**src/rtl/fetch_unit.sv**
```systemverilog
// Single-issue, non-speculative instruction fetch stage: owns the PC, fetches one
// word at a time over req/ack and hands it to decode over valid/ready.
module fetch_unit #(
    parameter logic [31:0] RESET_PC = 32'h0000_0000
) (
    input  logic        clk,
    input  logic        rst_n,
    input  logic [31:0] npc_in,
    input  logic        npc_valid,
    output logic        imem_req,
    output logic [31:0] imem_addr,
    input  logic        imem_ack,
    input  logic [31:0] imem_rdata,
    output logic        inst_valid,
    input  logic        inst_ready,
    output logic [31:0] inst_out,
    output logic [31:0] pc_out,
    output logic        misalign_fault,
    output logic [31:0] fetch_count,
    output logic [1:0]  dbg_state
);

    // Handshakes: imem transfer when imem_req && imem_ack at a rising edge;
    // decode transfer when inst_valid && inst_ready at a rising edge.
    typedef enum logic [1:0] {
        S_FETCH    = 2'd0,
        S_DELIVER  = 2'd1,
        S_WAIT_NPC = 2'd2,
        S_HALT     = 2'd3
    } state_e;

    state_e      state_q, state_d;
    logic [31:0] pc_q, pc_d;
    logic [31:0] inst_out_q, inst_out_d;
    logic [31:0] pc_out_q, pc_out_d;
    logic [31:0] fetch_count_q, fetch_count_d;
    logic        misalign_fault_q, misalign_fault_d;
    logic        imem_req_q, imem_req_d;
    logic        inst_valid_q, inst_valid_d;
    logic        take_npc;

    always_comb begin
        state_d          = state_q;
        pc_d             = pc_q;
        inst_out_d       = inst_out_q;
        pc_out_d         = pc_out_q;
        fetch_count_d    = fetch_count_q;
        misalign_fault_d = misalign_fault_q;
        take_npc         = 1'b0;

        case (state_q)
            S_FETCH: begin
                // An ack is only meaningful once the request is actually on the bus.
                if (imem_ack && imem_req_q) begin
                    inst_out_d = imem_rdata;
                    pc_out_d   = pc_q;
                    state_d    = S_DELIVER;
                end
            end
            S_DELIVER: begin
                if (inst_ready) begin
                    fetch_count_d = fetch_count_q + 32'd1;
                    state_d       = S_WAIT_NPC;
                    take_npc      = npc_valid;
                end
            end
            S_WAIT_NPC: begin
                take_npc = npc_valid;
            end
            default: begin
                state_d = S_HALT;
            end
        endcase

        if (take_npc) begin
            if (npc_in[1:0] == 2'b00) begin
                pc_d    = npc_in;
                state_d = S_FETCH;
            end else begin
                misalign_fault_d = 1'b1;
                state_d          = S_HALT;
            end
        end

        // Registered strobes follow the state being entered.
        imem_req_d   = (state_d == S_FETCH);
        inst_valid_d = (state_d == S_DELIVER);
    end

    always_ff @(posedge clk or negedge rst_n) begin
        if (!rst_n) begin
            state_q          <= S_FETCH;
            pc_q             <= RESET_PC;
            inst_out_q       <= 32'd0;
            pc_out_q         <= 32'd0;
            fetch_count_q    <= 32'd0;
            misalign_fault_q <= 1'b0;
            imem_req_q       <= 1'b0;
            inst_valid_q     <= 1'b0;
        end else begin
            state_q          <= state_d;
            pc_q             <= pc_d;
            inst_out_q       <= inst_out_d;
            pc_out_q         <= pc_out_d;
            fetch_count_q    <= fetch_count_d;
            misalign_fault_q <= misalign_fault_d;
            imem_req_q       <= imem_req_d;
            inst_valid_q     <= inst_valid_d;
        end
    end

    assign imem_req       = imem_req_q;
    assign imem_addr      = pc_q;
    assign inst_valid     = inst_valid_q;
    assign inst_out       = inst_out_q;
    assign pc_out         = pc_out_q;
    assign misalign_fault = misalign_fault_q;
    assign fetch_count    = fetch_count_q;
    assign dbg_state      = state_q;

endmodule
```
**config.mk**
```make
export PLATFORM = sky130hd
export DESIGN_NAME = fetch_unit
export DESIGN_NICKNAME = d
export VERILOG_FILES = /design/src/rtl/fetch_unit.sv
export SDC_FILE = /design/constraint.sdc
export NUM_CORES = 1
export LEC_CHECK = 0
export BUFFER_PORTS_ARGS = -buffer_cell sky130_fd_sc_hd__clkbuf_2
export CORE_ASPECT_RATIO = 1.4
export CORE_MARGIN = 2
export CORE_UTILIZATION = 51
export CTS_BUF_LIST = sky130_fd_sc_hd__clkbuf_8
export CTS_CLUSTER_SIZE = 20
export DETAILED_ROUTE_END_ITERATION = 16
export PLACE_DENSITY = 0.86
export SLEW_MARGIN = 40
export SYNTH_ARGS = -nofsm -noshare
export SYNTH_HDL_FRONTEND = slang
export SYNTH_SLANG_ARGS = --single-unit
```
**constraint.sdc**
```tcl
create_clock -name clk -period 2.1 [get_ports clk]
set_input_delay 0.105 -clock clk [delete_from_list [all_inputs] [get_ports clk]]
set_output_delay 0.105 -clock clk [all_outputs]
set_load 0.02 [all_outputs]
```
==> impl_metrics.env <==
export IMPL_outcome="completed"
export IMPL_place_hpwl_mm=8.71
export IMPL_drcViolationCount=0
export IMPL_root_buffer="clkbuf_8"
export IMPL_clock_sinks=133
export IMPL_relSlewSlack_pct=67.6
export IMPL_pin_count=202
export IMPL_cp_arrival_ns=2.26
export IMPL_antenna_found_initial=0
export IMPL_overflow=0
export IMPL_grt_max_degree=74
export IMPL_endpoint_kind="register"
export IMPL_yosysUniqueCellTypes=30
export IMPL_groute_usage_overall_pct=24.2
export IMPL_die_w_um=90.2
export IMPL_intPower_mw=4.13
export IMPL_grt_pass1_wl_mm=21.2
export IMPL_slew_violations=0
export IMPL_startpoint="dbg_state[1]"
export IMPL_gp_congestion=0.817
export IMPL_syn_to_final_growth_pct=43.6
export IMPL_drt_iter0_drc=166
export IMPL_pwr_density_cell_mw_per_mm2=681
export IMPL_synth_yosys_seq_area_share_pct=62.8
export IMPL_layout_setup_ws_ns=0.144
export IMPL_cts_inserted_buffers=17
export IMPL_postCtsResizedCells=0
export IMPL_wl_per_cell_um=16.8
export IMPL_cts_tree="yes"
export IMPL_syn_avg_cell_area_um2=15.0
export IMPL_synth_area_leaders="dfrtp_1 (63%), mux2_2 (20%), xnor2_1 (4.1%)"
export IMPL_stdcell_count=785
export IMPL_seq_power_share_pct=49.4
export IMPL_drv_cap=0
export IMPL_n_fill_cell=678
export IMPL_postCtsHoldBufs=63
export IMPL_critical_path_required_ns=2.40
export IMPL_power_total_mw=5.18
export IMPL_clk_latency_ns=0.41
export IMPL_period_share_pct=93.1
export IMPL_yosys_register_bits=133
export IMPL_via_per_inst=5.07
export IMPL_synth_area_mm2=0.00530
export IMPL_die_y_um=125
export IMPL_sw_frac_of_total_pct=20.3
export IMPL_port_buffers=201
export IMPL_synth_area_leader_cell="dfrtp_1"
export IMPL_fin_worst_skew_ns=0.00800
export IMPL_fin_crit_ns=1.96
export IMPL_path_clk_slew_ns=0.08
export IMPL_synth_top_area_share_pct=62.8
export IMPL_setup_viol=0
export IMPL_nets=709
export IMPL_min_delay_start="inst_ready"
export IMPL_max_freq_ghz=0.511
export IMPL_dp_slack_ns=0.175
export IMPL_pwr_share_clk_pct=46.4
export IMPL_rsz0062_at_grt="no"
export IMPL_ant_nets=0
export IMPL_dr_pass1_iters=5
export IMPL_diodes=0
export IMPL_multi_input_area_mm2=0.00190
export IMPL_irDropWorstVdd_mv=0.540
export IMPL_syn_inst=353
export IMPL_drive_above_1_share_pct=53.3
export IMPL_core_area_mm2=0.0102
export IMPL_dpl_cell_count=690
export IMPL_htree_levels=4
export IMPL_yosys_warnings=0
export IMPL_switchingPower_mw=1.05
export IMPL_whs_ns=0.0392
export IMPL_seq_area_mm2=0.00333
export IMPL_wirelength_mm=13.2
export IMPL_die_area_mm2=0.0112
export IMPL_fin_setup_tns_ns=0
export IMPL_synth_fp_nets=428
export IMPL_tightest_slew_ns=0.484
export IMPL_initial_core_util_pct=51.8
export IMPL_leakagePower_nw=4.17
export IMPL_grt_pass1_vias=4268
export IMPL_post_cts_buffers=0
export IMPL_finalHoldViolCount=0
export IMPL_rows=44
export IMPL_hold_path_class="input pin to register"
export IMPL_reg2reg_from="dbg_state[1]"
export IMPL_crit_fanout=11
export IMPL_crit_path_start_kind="register"
export IMPL_worstSetupPathType="register to register"
export IMPL_combPwrFrac_pct=4.2
export IMPL_vias=3982
export IMPL_cts_buffer_depth=2
## per-stage QoR
step / util (%) / cell area (um2)
3_5_place_dp: 63.7 / 6520
6_report: 74.3 / 7610
4_1_cts: 74.3 / 7610
2_1_floorplan: - / 5300
3_3_place_gp: 63.7 / 6520
5_1_grt: 74.3 / 7610
## cells in the mapped netlist
cell type	count
dfrtp_1	133
mux2_2	95
xnor2_1	25
nand3_1	14
nand2_1	12
nand4_1	11
buf_2	7
ha_1	6
nor2_1	6
xor2_1	6
inv_1	5
and3_1	4
nor3_1	4
buf_4	3
nor2b_1	3
nor4_4	3
a31oi_1	2
or2_2	2
a21o_1	1
a21oi_1	1
a311oi_1	1
and3_2	1
and4_1	1
nand3_2	1
nand4_4	1
nor3_2	1
nor3_4	1
nor4b_1	1
o21a_1	1
o32ai_1	1
## worst paths after layout
| kind | endpoint | slack [ns] | cells past startpoint |
|---|---|---|---|
| worst max-delay path | imem_addr[8] | 0.14 | 6 |
| worst min-delay path | fetch_count[0] | 0.04 | 3 |
| worst max register to register | imem_addr[8] | 0.14 | 6 |
| worst min register to register | misalign_fault | 0.46 | 1 |
| max in group asynchronous | imem_addr[20] | 1.17 | 3 |
| min in group asynchronous | fetch_count[22] | 0.19 | 2 |
## logic make-up (layout without fill, tap and decap cells)
kind of cell / Yosys count / after routing / share of synthesized area (%)
adders and majority gates: 6 / 6 / 1.42
DFF: 133 / 133 / 62.8
xor gates and xnor gates: 31 / 31 / 5.12
buffers and inverters: 15 / 309 / 1.44
muxes: 95 / 95 / 20.2
AOI/OAI and AO/OA: 7 / 7 / 0.944
and+or+nand+nor: 66 / 66 / 8.10
## worst max-delay path, stage by stage (launching register included)
cell and delay [ns]:
dfrtp_1 0.45, inv_1 0.11, ha_1 0.25, a21oi_1 0.17, nor3_4 0.24, buf_4 0.24, mux2_2 0.37
## power groups by stage
stage / clock network (mW) / registers [mW] / logic [mW]
after floorplan: 0 / 2.61 / 0.00265
after global placement: 0 / 2.61 / 0.118
after detailed placement: 0 / 2.61 / 0.123
after CTS: 2.46 / 2.56 / 0.216
after global routing: 2.56 / 2.56 / 0.240
final: 2.40 / 2.56 / 0.219
## registers in the layout, summed over array words and instances, names as in the netlist
register	count
dbg_state	2
imem_addr	32
misalign_fault	1
inst_out	32
pc_out	32
fetch_count	32
imem_req	1
inst_valid	1
## cells in the final DEF, fill, tap and decap left out, types with 3 or more instances in the layout
cell | netlist | final
and3_1 | 4 | 3
nor3_1 | 4 | 4
dlygate4sd3_1 | 0 | 63
ha_1 | 6 | 6
nand4_1 | 11 | 11
buf_12 | 0 | 3
xor2_1 | 6 | 6
dfrtp_1 | 133 | 133
buf_4 | 3 | 6
bufinv_16 | 0 | 5
mux2_2 | 95 | 95
clkbuf_2 | 0 | 200
nand3_1 | 14 | 14
nor2_1 | 6 | 6
nor4_4 | 3 | 3
clkbuf_8 | 0 | 18
nand2_1 | 12 | 12
nor2b_1 | 3 | 3
inv_1 | 5 | 7
xnor2_1 | 25 | 25
## area by class of cell
cell class | instances | area share, %
clock buffers | 18 | 3.26
clock inverters | 14 | 2.75
inverters | 5 | 0.247
multi-input cells | 205 | 24.9
flip-flops and latches | 133 | 43.7
well taps | 138 | 2.27
repair buffers | 272 | 22.8
## layer usage
layer | part of all wire (%) | wire (um) | up-vias | track usage, %
li1 | - | - | 1805 | -
met1 | 35 | 4700 | 1999 | 24.8
met2 | 56 | 7450 | 147 | 45.3
met3 | 5.0 | 657 | 31 | 6.47
met4 | 3.2 | 426 | 0 | 11.1
met5 | 0 | 0 | - | 0
(Power assumes the default switching activity.)
